`src/rtl/acc_unit.sv`:
```
`default_nettype none
// ============================================================================
// Module   : acc_unit
// Purpose  : Parametrised working accumulator for the CPU datapath. Supports
//            clear, load, increment, decrement and logical shifts with
//            optional saturation, registered carry/overflow flags and a LIFO
//            save stack for nested context save/restore of the accumulator.
// Ports    : clk, rst (sync, active-high)
//            clr/load/pop/inc/dec/shl/shr : op requests, priority in that order
//            push                         : save pre-update ac_out to stack
//            alu_result [WIDTH]           : load data
//            ac_out [WIDTH], zero, neg    : accumulator and its decodes
//            carry, ovf                   : flags of the last executed op
//            stack_full, stack_empty      : stack occupancy status
//            stack_err                    : one-cycle pulse after bad request
// Revision : 1.0 - initial release
// ============================================================================
module acc_unit #(
  parameter int WIDTH       = 16,
  parameter int STACK_DEPTH = 4,
  parameter bit SATURATE    = 1'b0
) (
  input  logic             clk,
  input  logic             rst,
  input  logic             clr,
  input  logic             load,
  input  logic             pop,
  input  logic             inc,
  input  logic             dec,
  input  logic             shl,
  input  logic             shr,
  input  logic             push,
  input  logic [WIDTH-1:0] alu_result,
  output logic [WIDTH-1:0] ac_out,
  output logic             zero,
  output logic             neg,
  output logic             carry,
  output logic             ovf,
  output logic             stack_full,
  output logic             stack_empty,
  output logic             stack_err
);

  localparam int CW = $clog2(STACK_DEPTH + 1);
  localparam int IW = (STACK_DEPTH > 1) ? $clog2(STACK_DEPTH) : 1;
  localparam logic [CW-1:0]    DEPTH_C = CW'(STACK_DEPTH);
  localparam logic [WIDTH-1:0] ONES    = {WIDTH{1'b1}};
  localparam logic [WIDTH-1:0] MAX_POS = {1'b0, {(WIDTH-1){1'b1}}};
  localparam logic [WIDTH-1:0] MIN_NEG = {1'b1, {(WIDTH-1){1'b0}}};

  logic [WIDTH-1:0] ac_q, ac_d;
  logic             carry_q, carry_d;
  logic             ovf_q, ovf_d;
  logic             err_q, err_d;
  logic [CW-1:0]    cnt_q, cnt_d;
  logic [WIDTH-1:0] mem_q [0:STACK_DEPTH-1];

  logic          w_full, w_empty;
  logic          w_pop_sel;   // pop is the selected op (not shadowed)
  logic          w_do_push, w_do_pop;
  logic [CW-1:0] w_rd_cnt;
  logic [IW-1:0] w_wr_idx, w_rd_idx;

  assign w_full    = (cnt_q == DEPTH_C);
  assign w_empty   = (cnt_q == '0);
  assign w_pop_sel = pop & ~clr & ~load;

  // Simultaneous push/pop is always illegal, so any push with pop is dropped.
  assign w_do_push = push & ~pop & ~w_full;
  assign w_do_pop  = w_pop_sel & ~push & ~w_empty;
  assign err_d     = (push & pop) | (w_pop_sel & w_empty) | (push & ~pop & w_full);

  assign w_rd_cnt  = cnt_q - 1'b1;
  assign w_wr_idx  = cnt_q[IW-1:0];
  assign w_rd_idx  = w_rd_cnt[IW-1:0];

  always_comb begin
    ac_d    = ac_q;
    carry_d = carry_q;
    ovf_d   = ovf_q;
    if (clr) begin
      ac_d    = '0;
      carry_d = 1'b0;
      ovf_d   = 1'b0;
    end else if (load) begin
      ac_d    = alu_result;
      carry_d = 1'b0;
      ovf_d   = 1'b0;
    end else if (pop) begin
      // A rejected pop still claims the op slot; everything holds.
      if (w_do_pop) begin
        ac_d    = mem_q[w_rd_idx];
        carry_d = 1'b0;
        ovf_d   = 1'b0;
      end
    end else if (inc) begin
      carry_d = (ac_q == ONES);
      ovf_d   = (ac_q == MAX_POS);
      ac_d    = (SATURATE && ac_q == ONES) ? ONES : ac_q + 1'b1;
    end else if (dec) begin
      carry_d = (ac_q == '0);
      ovf_d   = (ac_q == MIN_NEG);
      ac_d    = (SATURATE && ac_q == '0) ? '0 : ac_q - 1'b1;
    end else if (shl) begin
      carry_d = ac_q[WIDTH-1];
      ovf_d   = ac_q[WIDTH-1] ^ ac_q[WIDTH-2];
      ac_d    = {ac_q[WIDTH-2:0], 1'b0};
    end else if (shr) begin
      carry_d = ac_q[0];
      ovf_d   = 1'b0;
      ac_d    = {1'b0, ac_q[WIDTH-1:1]};
    end
  end

  always_comb begin
    cnt_d = cnt_q;
    if (w_do_push)
      cnt_d = cnt_q + 1'b1;
    else if (w_do_pop)
      cnt_d = cnt_q - 1'b1;
  end

  always_ff @(posedge clk) begin
    if (rst) begin
      ac_q    <= '0;
      carry_q <= 1'b0;
      ovf_q   <= 1'b0;
      err_q   <= 1'b0;
      cnt_q   <= '0;
    end else begin
      ac_q    <= ac_d;
      carry_q <= carry_d;
      ovf_q   <= ovf_d;
      err_q   <= err_d;
      cnt_q   <= cnt_d;
    end
  end

  // Stack storage is not reset; entries are unreachable while empty.
  always_ff @(posedge clk) begin
    if (!rst && w_do_push)
      mem_q[w_wr_idx] <= ac_q;
  end

  assign ac_out      = ac_q;
  assign zero        = (ac_q == '0);
  assign neg         = ac_q[WIDTH-1];
  assign carry       = carry_q;
  assign ovf         = ovf_q;
  assign stack_full  = w_full;
  assign stack_empty = w_empty;
  assign stack_err   = err_q;

endmodule
`default_nettype wire

```
`config.mk`:
```
export PLATFORM = sky130hd
export DESIGN_NAME = acc_unit
export DESIGN_NICKNAME = d
export VERILOG_FILES = /design/src/rtl/acc_unit.sv
export SDC_FILE = /design/constraint.sdc
export NUM_CORES = 1
export LEC_CHECK = 0
export ABC_AREA = 1
export CORE_AREA = 3 3 96 98
export CTS_CLUSTER_DIAMETER = 50
export DETAILED_ROUTE_END_ITERATION = 7
export DIE_AREA = 0 0 99 101
export PLACE_DENSITY_LB_ADDON = 0.08
export SLEW_MARGIN = 20
export SYNTH_ARGS = -nofsm -noshare
export SYNTH_HDL_FRONTEND = slang
export SYNTH_SLANG_ARGS = --single-unit
```
`constraint.sdc`:
```
create_clock -name clk -period 6.12 [get_ports clk]
set_input_delay 0.918 -clock clk [delete_from_list [all_inputs] [get_ports clk]]
set_output_delay 0.918 -clock clk [all_outputs]
set_load 0.02 [all_outputs]
```
==> impl_results.md, run 1 <==
* Outcome: complete, no violations
* CTS Buf Count at 9
* Mapped Cells at 596
* CP Class: reg2out
* Routed WL at 13400 um
* Core area at 8550 um2
* Final Setup Violations at 0
* Crit path capture type: output port
* FILL cells at roughly 730
* Crit path time final at roughly 3400 ps
* Initial core utilization at 57.2%
* Post_cts resized at 0
* Clock Pin Slew Worst Setup and Hold Paths at around 80 ps
* Critical Path, Cell by Cell: inv_1 -> ha_1 -> nand3_2 -> nor2_2 -> nand3_1 -> nor3b_1 -> clkdlybuf4s50_1
* Hold Path Class: reg2reg
* Slew @ Worst Pin at 898 ps
* Placer congestion estimate at 0.950
* Maximum clock frequency at 291 MHz
* Row cnt at 34
* Layout cells sized above 1 at 7.89%
* Fin Setup TNS at 0 ps
* Sw frac at between 30 and 40%
* Number of post-CTS setup repair buffers at 0
* Crit path DAT at 2520 ps
* RSZ-0062 raised after global routing: false
* DR WL/cell at 18.0 um
* Seq/Total Area, Yosys at 48.3%
* Pins Over Slew Limit at 0
* DR pass1 iterations at 5
* Post-synth EDFFs at 64
* Antenna Nets Post-Route at 0
* Hold Violations, Final at 0
* Worst rel slew slack at 39.9%
* Clk Latency, worst-skew pair at 360 ps
* Clock Power Share at 29.1%
* Sequential share of power at between 40% and 50%
* N_diodes at 0
* Clk root buf: clkbuf_8
* Count of different cell masters after synthesis at 35
* Slowest stage delay, CP at 630 ps
* Die ar. at 10000 um2
* P per Cell Area at 240 nW/um2
* Die H at between 100 and 150 um
* Area Growth Syn to Fin at 14.1%
* Starting DRT DRC Count at 444
* Syn Nets at roughly 630
* Slowest CP cell: clkdlybuf4s50_1
* Synth async-reset ratio at 0%
* Vias in the first global route at 4081
* Gr usage total at 27.6%
* Synth warn at 0
* Vias/cell at 5.87
* Synth top area share at 39.3%
* Startpoint types: register
* H-tree depth at 3
* NumNets Final at between 600 and 700
* IO Pins at 49
* Syn_area_per_cell at just over 8 um2
* Post-synthesis cell area at just under 5000 um2
* Pin count of the biggest net entering global routing at 38
* Leak pwr at roughly 2.0 nW
* Global-route wire length before repair at approximately 21000 um
* Antenna violations before repair at 0
* Max-Cap Viols at 0
* DP HPWL at 9480 um
* Skew final at 7.25 ps
* IO Port Bufs at 48
* Worst vdd ir at 0.000106 V
* Switching power at 0.000406 W
* #FFs+latches synth at 86
* Worst Path Required at approximately 5200 ps
* Total Power at 0.00134 W
* CP max FO at 12
* Share of total power in combinational logic at a little over a fifth
* Ys flop type: edfxtp_1
* Tcrit/Tclk final at 56.2%
* Top cells by area, synth: edfxtp_1 39%, dfxtp_1 9.0%, nand2_1 8.8%
* Vias at 4355
* P_int at 0.000931 W
* CTS sink cnt at 86
* GRT overflow at 0
* Yosys top cell by area: edfxtp_1
* Number of hold buffers added after CTS at 0
* # DRC at 0
* Clk buf depth at 2
* CTS tree: done
* DIE WIDTH at 99 um
## logic make-up (layout without fill, tap and decap cells)
| kind of cell | after synthesis | after routing | synth area share (%) |
|---|---|---|---|
| buf+inv | 81 | 119 | 7.22 |
| flops | 86 | 86 | 48.3 |
| compound gates | 161 | 161 | 18.0 |
| xor+xnor | 3 | 3 | 0.538 |
| fa+ha+maj | 12 | 12 | 3.07 |
| simple gates | 253 | 253 | 22.8 |
## cells in the mapped netlist, types with 3 or more instances
cell,count
inv_2,12
o221ai_1,3
nand4_1,6
nor3_1,5
nor2_4,6
nor2_1,71
buf_2,18
o21ai_0,60
nand3_1,35
ha_1,12
buf_4,5
clkbuf_1,8
nand2_2,3
o21ai_1,16
a21oi_1,52
nor2_2,5
xor2_1,3
nand2_1,114
edfxtp_1,64
dfxtp_1,22
inv_1,36
o22ai_1,11
o211ai_1,9
nand3_2,3
## stage by stage
stage / setup WS, ps / hold WS [ps] / utilization [%] / instances / cell area [um2]
floorplan: 3320 / 499 / - / 596 / 4890
global placement: 2830 / 456 / 62.9 / 726 / 5380
detailed placement: 2760 / 456 / 62.9 / 726 / 5380
CTS: 2690 / 469 / 65.2 / 742 / 5570
global route: 2510 / 495 / 65.2 / 742 / 5570
finish: 2680 / 466 / 65.2 / 742 / 5570
## cell type report
class / count / area, um2 / area share [%]
well taps: 108 / 135 / 2.42
repair buffers: 55 / 533 / 9.56
clock buffers: 11 / 131 / 2.36
inverters: 48 / 180 / 3.23
clock inverters: 5 / 60.1 / 1.08
multi-input cells: 429 / 2170 / 39.0
flip-flops and latches: 86 / 2360 / 42.4
## sequential cells by signal, summed over array words and instances (netlist names)
register,flops
mem_q,64
ac_out,16
cnt_q,3
carry,1
ovf,1
stack_err,1
## final timing paths
path,depth (start not counted),end,slack [ps],start
max,7,zero,2680,ac_out[1]
min,2,carry,470,carry
max reg2reg,8,mem_q[3][7],2990,cnt_q[0]
min reg2reg,2,carry,470,carry
## layout by cell type, fill, tap and decap left out, types with 3 or more instances in the layout
cell / Yosys / final
nor2_1: 71 / 71
inv_1: 36 / 36
clkbuf_8: 0 / 9
o22ai_1: 11 / 11
nand2_1: 114 / 114
o211ai_1: 9 / 9
o21ai_1: 16 / 16
nand3_1: 35 / 35
ha_1: 12 / 12
edfxtp_1: 64 / 64
nand2_2: 3 / 3
dfxtp_1: 22 / 22
nand3_2: 3 / 3
nor2_2: 5 / 5
nor2_4: 6 / 6
xor2_1: 3 / 3
buf_4: 5 / 7
clkinvlp_4: 0 / 4
nor3_1: 5 / 5
clkdlybuf4s50_1: 0 / 48
o221ai_1: 3 / 3
nand4_1: 6 / 6
a21oi_1: 52 / 52
inv_2: 12 / 12
o21ai_0: 60 / 60
## worst max-delay path: cells and delay by family (launching register included)
family / cells / cell delay, ps
and+or+nand+nor: 4 / 710
DFF: 1 / 470
adders and majority gates: 1 / 240
buffers and inverters: 2 / 740
## metal layers
metal,vias to the layer above,global-route usage (%),share of wire [%]
li1,2113,-,-
met1,2013,36.7,42
met2,196,45.0,48
met3,33,4.29,7.2
met4,0,11.8,2.9
met5,-,0,0
## power groups by stage
stage / registers, W / clock network [W] / logic, W
global placement: 0.000680 / 0 / 0.000272
finish: 0.000667 / 0.000389 / 0.000280
CTS: 0.000666 / 0.000387 / 0.000278
floorplan: 0.000676 / 0 / 0.000185
detailed placement: 0.000680 / 0 / 0.000276
global route: 0.000670 / 0.000413 / 0.000313
(Power assumes the default switching activity.)
==> run 2, diff against run 1 <==
--- a/config.mk
+++ b/config.mk
@@ -6,10 +6,10 @@
 export NUM_CORES = 1
 export LEC_CHECK = 0
 export ABC_AREA = 1
-export CORE_AREA = 3 3 96 98
+export CORE_AREA = 3 3 101 103
 export CTS_CLUSTER_DIAMETER = 50
 export DETAILED_ROUTE_END_ITERATION = 7
-export DIE_AREA = 0 0 99 101
+export DIE_AREA = 0 0 104 106
 export PLACE_DENSITY_LB_ADDON = 0.08
 export SLEW_MARGIN = 20
 export SYNTH_ARGS = -nofsm -noshare
==> constraint.sdc (replaced) <==
create_clock -name clk -period 3.1 [get_ports clk]
set_input_delay 0.465 -clock clk [delete_from_list [all_inputs] [get_ports clk]]
set_output_delay 0.465 -clock clk [all_outputs]
set_load 0.02 [all_outputs]
==> impl_results.md, run 2 (synthesized netlist as in run 1, its figures left out) <==
* Seq. cell area at 2360 um2 (about the same)
* CP delay by family, top: buffers and inverters (unchanged)
* Most frequent cells in the layout: 114 x nand2_1, 71 x nor2_1, 64 x edfxtp_1 (unchanged)
* CTS tree: done (unchanged)
* Slowest stage delay, CP at 640 ps (was 630 ps)
* IO Pins at 49 (unchanged)
* Clk buf depth at 2 (unchanged)
* Worst rel slew slack at 60.9% (was 39.9%)
* CTS Buf Count at 9 (unchanged)
* Area of the multi-input gates at 2170 um2 (unchanged)
* Number of post-CTS setup repair buffers at 0 (unchanged)
* CTS sink cnt at 86 (unchanged)
* Placed instance area at 5570 um2 (was 5380 um2)
* Placer congestion estimate at 0.957 (was 0.950)
* # DRC at 0 (unchanged)
* P per Cell Area at 453 nW/um2 (was 240 nW/um2)
* Vias in the first global route at 4102 (was 4081)
* CP Class: reg2out (unchanged)
* Hold slack at 465 ps (was 466 ps)
* Die H at 106 um (was 101 um)
* Hold Path Class: reg2reg (unchanged)
* CP bufs+invs at 2 (unchanged)
* Die ar. at 11000 um2 (was 10000 um2)
* Crit path DAT at 2420 ps (was 2520 ps)
* IO Port Bufs at 48 (unchanged)
* NumNets Final at 688 (was 667)
* Area Growth Syn to Fin at 17.4% (was 14.1%)
* Startpoint types: register (unchanged)
* Register with the most flip-flops: mem_q (unchanged)
* Max reg flops at 64 (unchanged)
* Skew final at 13.2 ps (was 7.25 ps)
* Maximum clock frequency at approximately 350 MHz
* Clk Latency, worst-skew pair at 340 ps (was 360 ps)
* Worst vdd ir at 0.000189 V (was 0.000106 V)
* DR WL/cell at 18.0 um (about the same)
* Global-route wire length before repair at 22600 um (was 21400 um)
* CP max FO at 5 (was 12)
* Antenna violations before repair at 0 (unchanged)
* Slew @ Worst Pin at 585 ps (was 898 ps)
* Number of hold buffers added after CTS at 0 (unchanged)
* Pin count of the biggest net entering global routing at 37 (was 38)
* Routed WL at 14100 um (was 13400 um)
* DR pass1 iterations at 5 (unchanged)
* Layout cells sized above 1 at 10.8% (was 7.89%)
* Final cell count without fillers at 784 (was 742)
* Core area at 9280 um2 (was 8550 um2)
* Finished Cell Area at 5740 um2 (was 5570 um2)
* Hold Violations, Final at 0 (unchanged)
* Leak pwr at 2.13 nW (was 2.02 nW)
* Vias/cell at 5.69 (was 5.87)
* Starting DRT DRC Count at 355 (was 444)
* Final Setup Violations at 0 (unchanged)
* Row cnt at 35 (was 34)
* DP HPWL at 10200 um (was 9480 um)
* Pins Over Slew Limit at 0 (unchanged)
* DIE WIDTH at 104 um (was 99 um)
* Slowest CP cell: clkdlybuf4s50_1 (unchanged)
* Fin Setup TNS at 0 ps (unchanged)
* Antenna Nets Post-Route at 0 (unchanged)
* Clk root buf: clkbuf_8 (unchanged)
* Initial core utilization at 52.6% (was 57.2%)
* Critical Path, Cell by Cell: inv_1 -> ha_1 -> nand3_2 -> nor2_2 -> nand3_1 -> nor3b_1 -> clkdlybuf4s50_1 (unchanged)
* RSZ-0062 raised after global routing: false (unchanged)
* Vias at 4463 (was 4355)
* Placed Cells at 768 (was 726)
* Most common cell after layout, fill and taps aside: nand2_1 (unchanged)
* Tcrit/Tclk final at 93.0%
* Clock Pin Slew Worst Setup and Hold Paths at 80 ps (about the same)
* Worst Path Required at 2630 ps (was 5200 ps)
* FILL cells at 855 (was 731)
* GRT overflow at 0 (unchanged)
* Max-Cap Viols at 0 (unchanged)
* Crit path time final at between 2000 and 3000 ps
* H-tree depth at 3 (unchanged)
* Post_cts resized at 0 (unchanged)
* N_diodes at 0 (unchanged)
* Gr usage total at 26.1% (was 27.6%)
* Final Util at 61.8% (was 65.2%)
* Outcome: complete, no violations (unchanged)
* Crit path capture type: output port (unchanged)
==> run 2: cell count changes in the layout (fill, tap and decap cells not counted) <==
cell        previous run  this run
dfxtp_2                0         1
bufinv_16              1         0
buf_4                  7        28
clkbuf_1               2         3
clkinvlp_4             4         2
clkbuf_8               9        10
dfxtp_1               22        21
clkinv_2               0         1
==> run 2: final timing paths <==
path	startpoint	end	slack, ps	depth (start not counted)
max	ac_out[0]	zero	220	7
min	ovf	ovf	460	2
max reg2reg	cnt_q[1]	ac_out[2]	800	10
min reg2reg	ovf	ovf	460	2
==> run 2: area by class of cell <==
class                           count  area share [%]
Clock inverter                      3           0.349
Tap cell                          129            2.81
Inverter                           48            3.14
Timing Repair Buffer               76            12.0
Clock buffer                       13            2.60
Sequential cell                    86            41.2
Multi-Input combinational cell    429            37.9
==> run 2: tightest hold or removal path, stage by stage, from the launching register on <==
cell and delay, ps:
dfxtp_1 310, nand2_1 60, a21oi_1 60
==> run 2: power breakdown <==
part / total [W] / leakage, nW / switching [W] / internal, W
clock network: 0.000702 / 0.0796 / 0.000389 / 0.000314
registers: 0.00129 / 0.774 / 0.0000227 / 0.00127
logic: 0.000608 / 1.28 / 0.000390 / 0.000219
total: 0.00260 / 2.13 / 0.000801 / 0.00180
==> run 2: per-layer routing <==
metal  wire length (um)  track usage (%)  vias to the layer above
met5                  0                0                        -
met4                417             9.31                        0
met3               1100             4.55                       30
met2               6170             39.2                      194
met1               6410             38.0                     2078
li1                   -                -                     2161
==> run 2: per-stage QoR <==
step | power (W) | setup WS (ps)
2_1_floorplan | 0.00170 | 303
3_3_place_gp | 0.00191 | 644
3_5_place_dp | 0.00191 | 605
4_1_cts | 0.00261 | 199
5_1_grt | 0.00273 | 42.1
6_report | 0.00260 | 218
==> run 3, diff against run 2 <==
--- a/config.mk
+++ b/config.mk
@@ -5,7 +5,6 @@
 export SDC_FILE = /design/constraint.sdc
 export NUM_CORES = 1
 export LEC_CHECK = 0
-export ABC_AREA = 1
 export CORE_AREA = 3 3 101 103
 export CTS_CLUSTER_DIAMETER = 50
 export DETAILED_ROUTE_END_ITERATION = 7
==> impl_results.md, run 3 <==
* DP HPWL at 9580 um (was 10200 um)
* Layout cells sized above 1 at 17.4% (was 10.8%)
* Critical Path, Cell by Cell: inv_1 -> ha_1 -> or4b_4 -> nor4_4 -> nand2_1 -> inv_1 -> dlygate4sd2_1 (was inv_1 -> ha_1 -> nand3_2 -> nor2_2 -> nand3_1 -> nor3b_1 -> clkdlybuf4s50_1)
* Post-synth EDFFs at 64 (unchanged)
* Most used cell along the critical path: inv_1
* Die ar. at 11000 um2 (unchanged)
* Routed WL at 13900 um (was 14100 um)
* Top cells by area, synth: edfxtp_1 40%, dfxtp_1 9.2%, mux4_2 6.1% (was edfxtp_1 39%, dfxtp_1 9.0%, nand2_1 8.8%)
* Slew @ Worst Pin at 698 ps (was 585 ps)
* Vias at 3892 (was 4463)
* RSZ-0062 raised after global routing: false (unchanged)
* CTS tree: done (unchanged)
* Yosys top cell by area: edfxtp_1 (unchanged)
* Tcrit/Tclk final at 91.7% (was 93.0%)
* Leak pwr at 1.96 nW (was 2.13 nW)
* Syn Nets at 460 (was 634)
* Clk root buf: clkbuf_8 (unchanged)
* Antenna Nets Post-Route at 0 (unchanged)
* # DRC at 0 (unchanged)
* Synth async-reset ratio at 0% (unchanged)
* Worst Path Required at 2630 ps (about the same)
* Final Util at 61.9% (was 61.8%)
* Starting DRT DRC Count at 259 (was 355)
* Gr busiest metal: met2 (unchanged)
* CP max FO at 8 (was 5)
* Clk Latency, worst-skew pair at 370 ps (was 340 ps)
* Worst vdd ir at 0.000278 V (was 0.000189 V)
* Global-route wire length before repair at 21900 um (was 22600 um)
* Share of total power in combinational logic at 21.6% (was 23.4%)
* CTS Buf Count at 9 (unchanged)
* Placer congestion estimate at 0.926 (was 0.957)
* Post_cts resized at 1 (was 0)
* Most common cell in the netlist: edfxtp_1 (was nand2_1)
* DR pass1 iterations at 5 (unchanged)
* Number of post-CTS setup repair buffers at 0 (unchanged)
* Sw frac at 30.4% (was 30.8%)
* P per Cell Area at 454 nW/um2 (was 453 nW/um2)
* P_int at 0.00182 W (was 0.00180 W)
* Pins Over Slew Limit at 0 (unchanged)
* Hold Path Class: reg2reg (unchanged)
* Count of different cell masters after synthesis at 69 (was 35)
* Clock Power Share at 29.5% (was 27.0%)
* GRT overflow at 0 (unchanged)
* Ys flop type: edfxtp_1 (unchanged)
* Mapped Cells at 422 (was 596)
* H-tree depth at 3 (unchanged)
* Dpl ws at 371 ps (was 605 ps)
* Syn_area_per_cell at 11.4 um2 (was 8.20 um2)
* Hold slack at 498 ps (was 465 ps)
* M2 GR Usage at 41.4% (was 39.2%)
* N_diodes at 0 (unchanged)
* IO Port Bufs at 48 (unchanged)
* Global Route met1 Usage at 34.3% (was 38.0%)
* Slowest stage delay, CP at 560 ps (was 640 ps)
* Placed Cells at 601 (was 768)
* Switching power at 0.000795 W (was 0.000801 W)
* DIE WIDTH at 104 um (unchanged)
* Row cnt at 35 (unchanged)
* Synth warn at 0 (unchanged)
* Post-synthesis cell area at 4800 um2 (was 4890 um2)
* CTS sink cnt at 86 (unchanged)
* Synth cell count leaders: 64 x edfxtp_1, 23 x clkbuf_1, 23 x nand2_1 (was 114 x nand2_1, 71 x nor2_1, 64 x edfxtp_1)
* Vias in the first global route at 3832 (was 4102)
* DR WL/cell at 22.4 um (was 18.0 um)
* Max-Cap Viols at 0 (unchanged)
* Gr usage total at 25.7% (was 26.1%)
* Clk buf depth at 2 (unchanged)
* Most common cell after layout, fill and taps aside: edfxtp_1 (was nand2_1)
* Startpoint types: register (unchanged)
* Outcome: complete, no violations (unchanged)
* Vias/cell at 6.30 (was 5.69)
* Final worst slack at 258 ps (was 218 ps)
* Sequential share of power at 48.9% (was 49.6%)
* Register with the most flip-flops: mem_q (unchanged)
* Most frequent cells in the layout: 64 x edfxtp_1, 47 x clkdlybuf4s50_1, 38 x buf_4 (was 114 x nand2_1, 71 x nor2_1, 64 x edfxtp_1)
* Die H at 106 um (unchanged)
* Core area at 9280 um2 (unchanged)
* Crit path capture type: output port (unchanged)
* Number of hold buffers added after CTS at 0 (unchanged)
* Hold path depth at 1 (was 2)
* Crit path DAT at 2380 ps (was 2420 ps)
* NumNets Final at 522 (was 688)
* Crit path time final at 2840 ps (was 2880 ps)
* Antenna violations before repair at 0 (unchanged)
* Worst rel slew slack at 53.0% (was 60.9%)
* CP Class: reg2out (unchanged)
* Skew final at 10.5 ps (was 13.2 ps)
* Synth top area share at 40.0% (was 39.3%)
* Met3 Resource Use GR at 4.86% (was 4.55%)
* Max reg flops at 64 (unchanged)
* Clock Pin Slew Worst Setup and Hold Paths at 100 ps (was 80 ps)
* Final cell count without fillers at 618 (was 784)
* Slowest CP cell: or4b_4 (was clkdlybuf4s50_1)
* Area Growth Syn to Fin at 19.7% (was 17.4%)
* Fin Setup TNS at 0 ps (unchanged)
* Hold Violations, Final at 0 (unchanged)
* Seq/Total Area, Yosys at 49.2% (was 48.3%)
* Initial core utilization at 51.7% (was 52.6%)
* Maximum clock frequency at 352 MHz (was 347 MHz)
* Final Setup Violations at 0 (unchanged)
* R2R cell count at 8 (was 10)
* Pin count of the biggest net entering global routing at 25 (was 37)
* #FFs+latches synth at 86 (unchanged)
* IO Pins at 49 (unchanged)
run 3: cell types whose count changed after synthesis, moves of 15 or more:
cell | before | now
o21ai_0 | 60 | 17
a21oi_1 | 52 | 15
nand2_1 | 114 | 23
clkbuf_1 | 8 | 23
nand3_1 | 35 | 15
nor2_1 | 71 | 20
inv_1 | 36 | 16
run 3: final cells by class:
cell class	instances	area [um2]
repair buffers	86	764
multi-input cells	285	2220
well taps	129	161
inverters	16	60.1
clock buffers	9	124
clock inverters	7	60.1
flip-flops and latches	86	2360
fillers	788	3540
run 3: stage by stage:
stage	power, W	cell area, um2
floorplan	0.00166	4800
global placement	0.00186	5560
detailed placement	0.00186	5560
CTS	0.00262	5740
global route	0.00272	5750
finish	0.00261	5750
run 3: critical path, delay by kind of cell (launching register included):
family / cells / cell delay (ps)
fa+ha+maj: 1 / 230
buf+inv: 3 / 530
flops: 1 / 330
simple gates: 3 / 900
run 3: worst paths after layout:
path | end | from | slack, ps
min | carry | carry | 500
min reg2reg | carry | carry | 500
max reg2reg | ac_out[10] | cnt_q[1] | 490
max | zero | ac_out[0] | 260
run 3: logic make-up (layout without fill, tap and decap cells):
logic type	after synthesis	count (layout)	share of synthesized area, %
AO/OA/AOI/OAI	108	108	16.3
XOR/XNOR	17	17	3.10
adder cells (fa/ha/maj)	12	12	3.13
buffers and inverters	51	118	4.64
flip-flops	86	86	49.2
multiplexers	28	28	9.30
AND/OR/NAND/NOR	120	120	14.3
run 3: power by group through the flow:
stage	combinational, W	sequential (W)	clock [W]
after floorplan	0.000334	0.00133	0
after detailed placement	0.000561	0.00130	0
after global placement	0.000559	0.00130	0
after global routing	0.000612	0.00128	0.000826
after CTS	0.000563	0.00128	0.000780
final	0.000565	0.00128	0.000770
run 3: routing by layer:
metal / wire (um) / vias to the layer above
li1: - / 1774
met1: 5810 / 1900
met2: 6640 / 185
met3: 953 / 33
met4: 469 / 0
met5: 0 / -
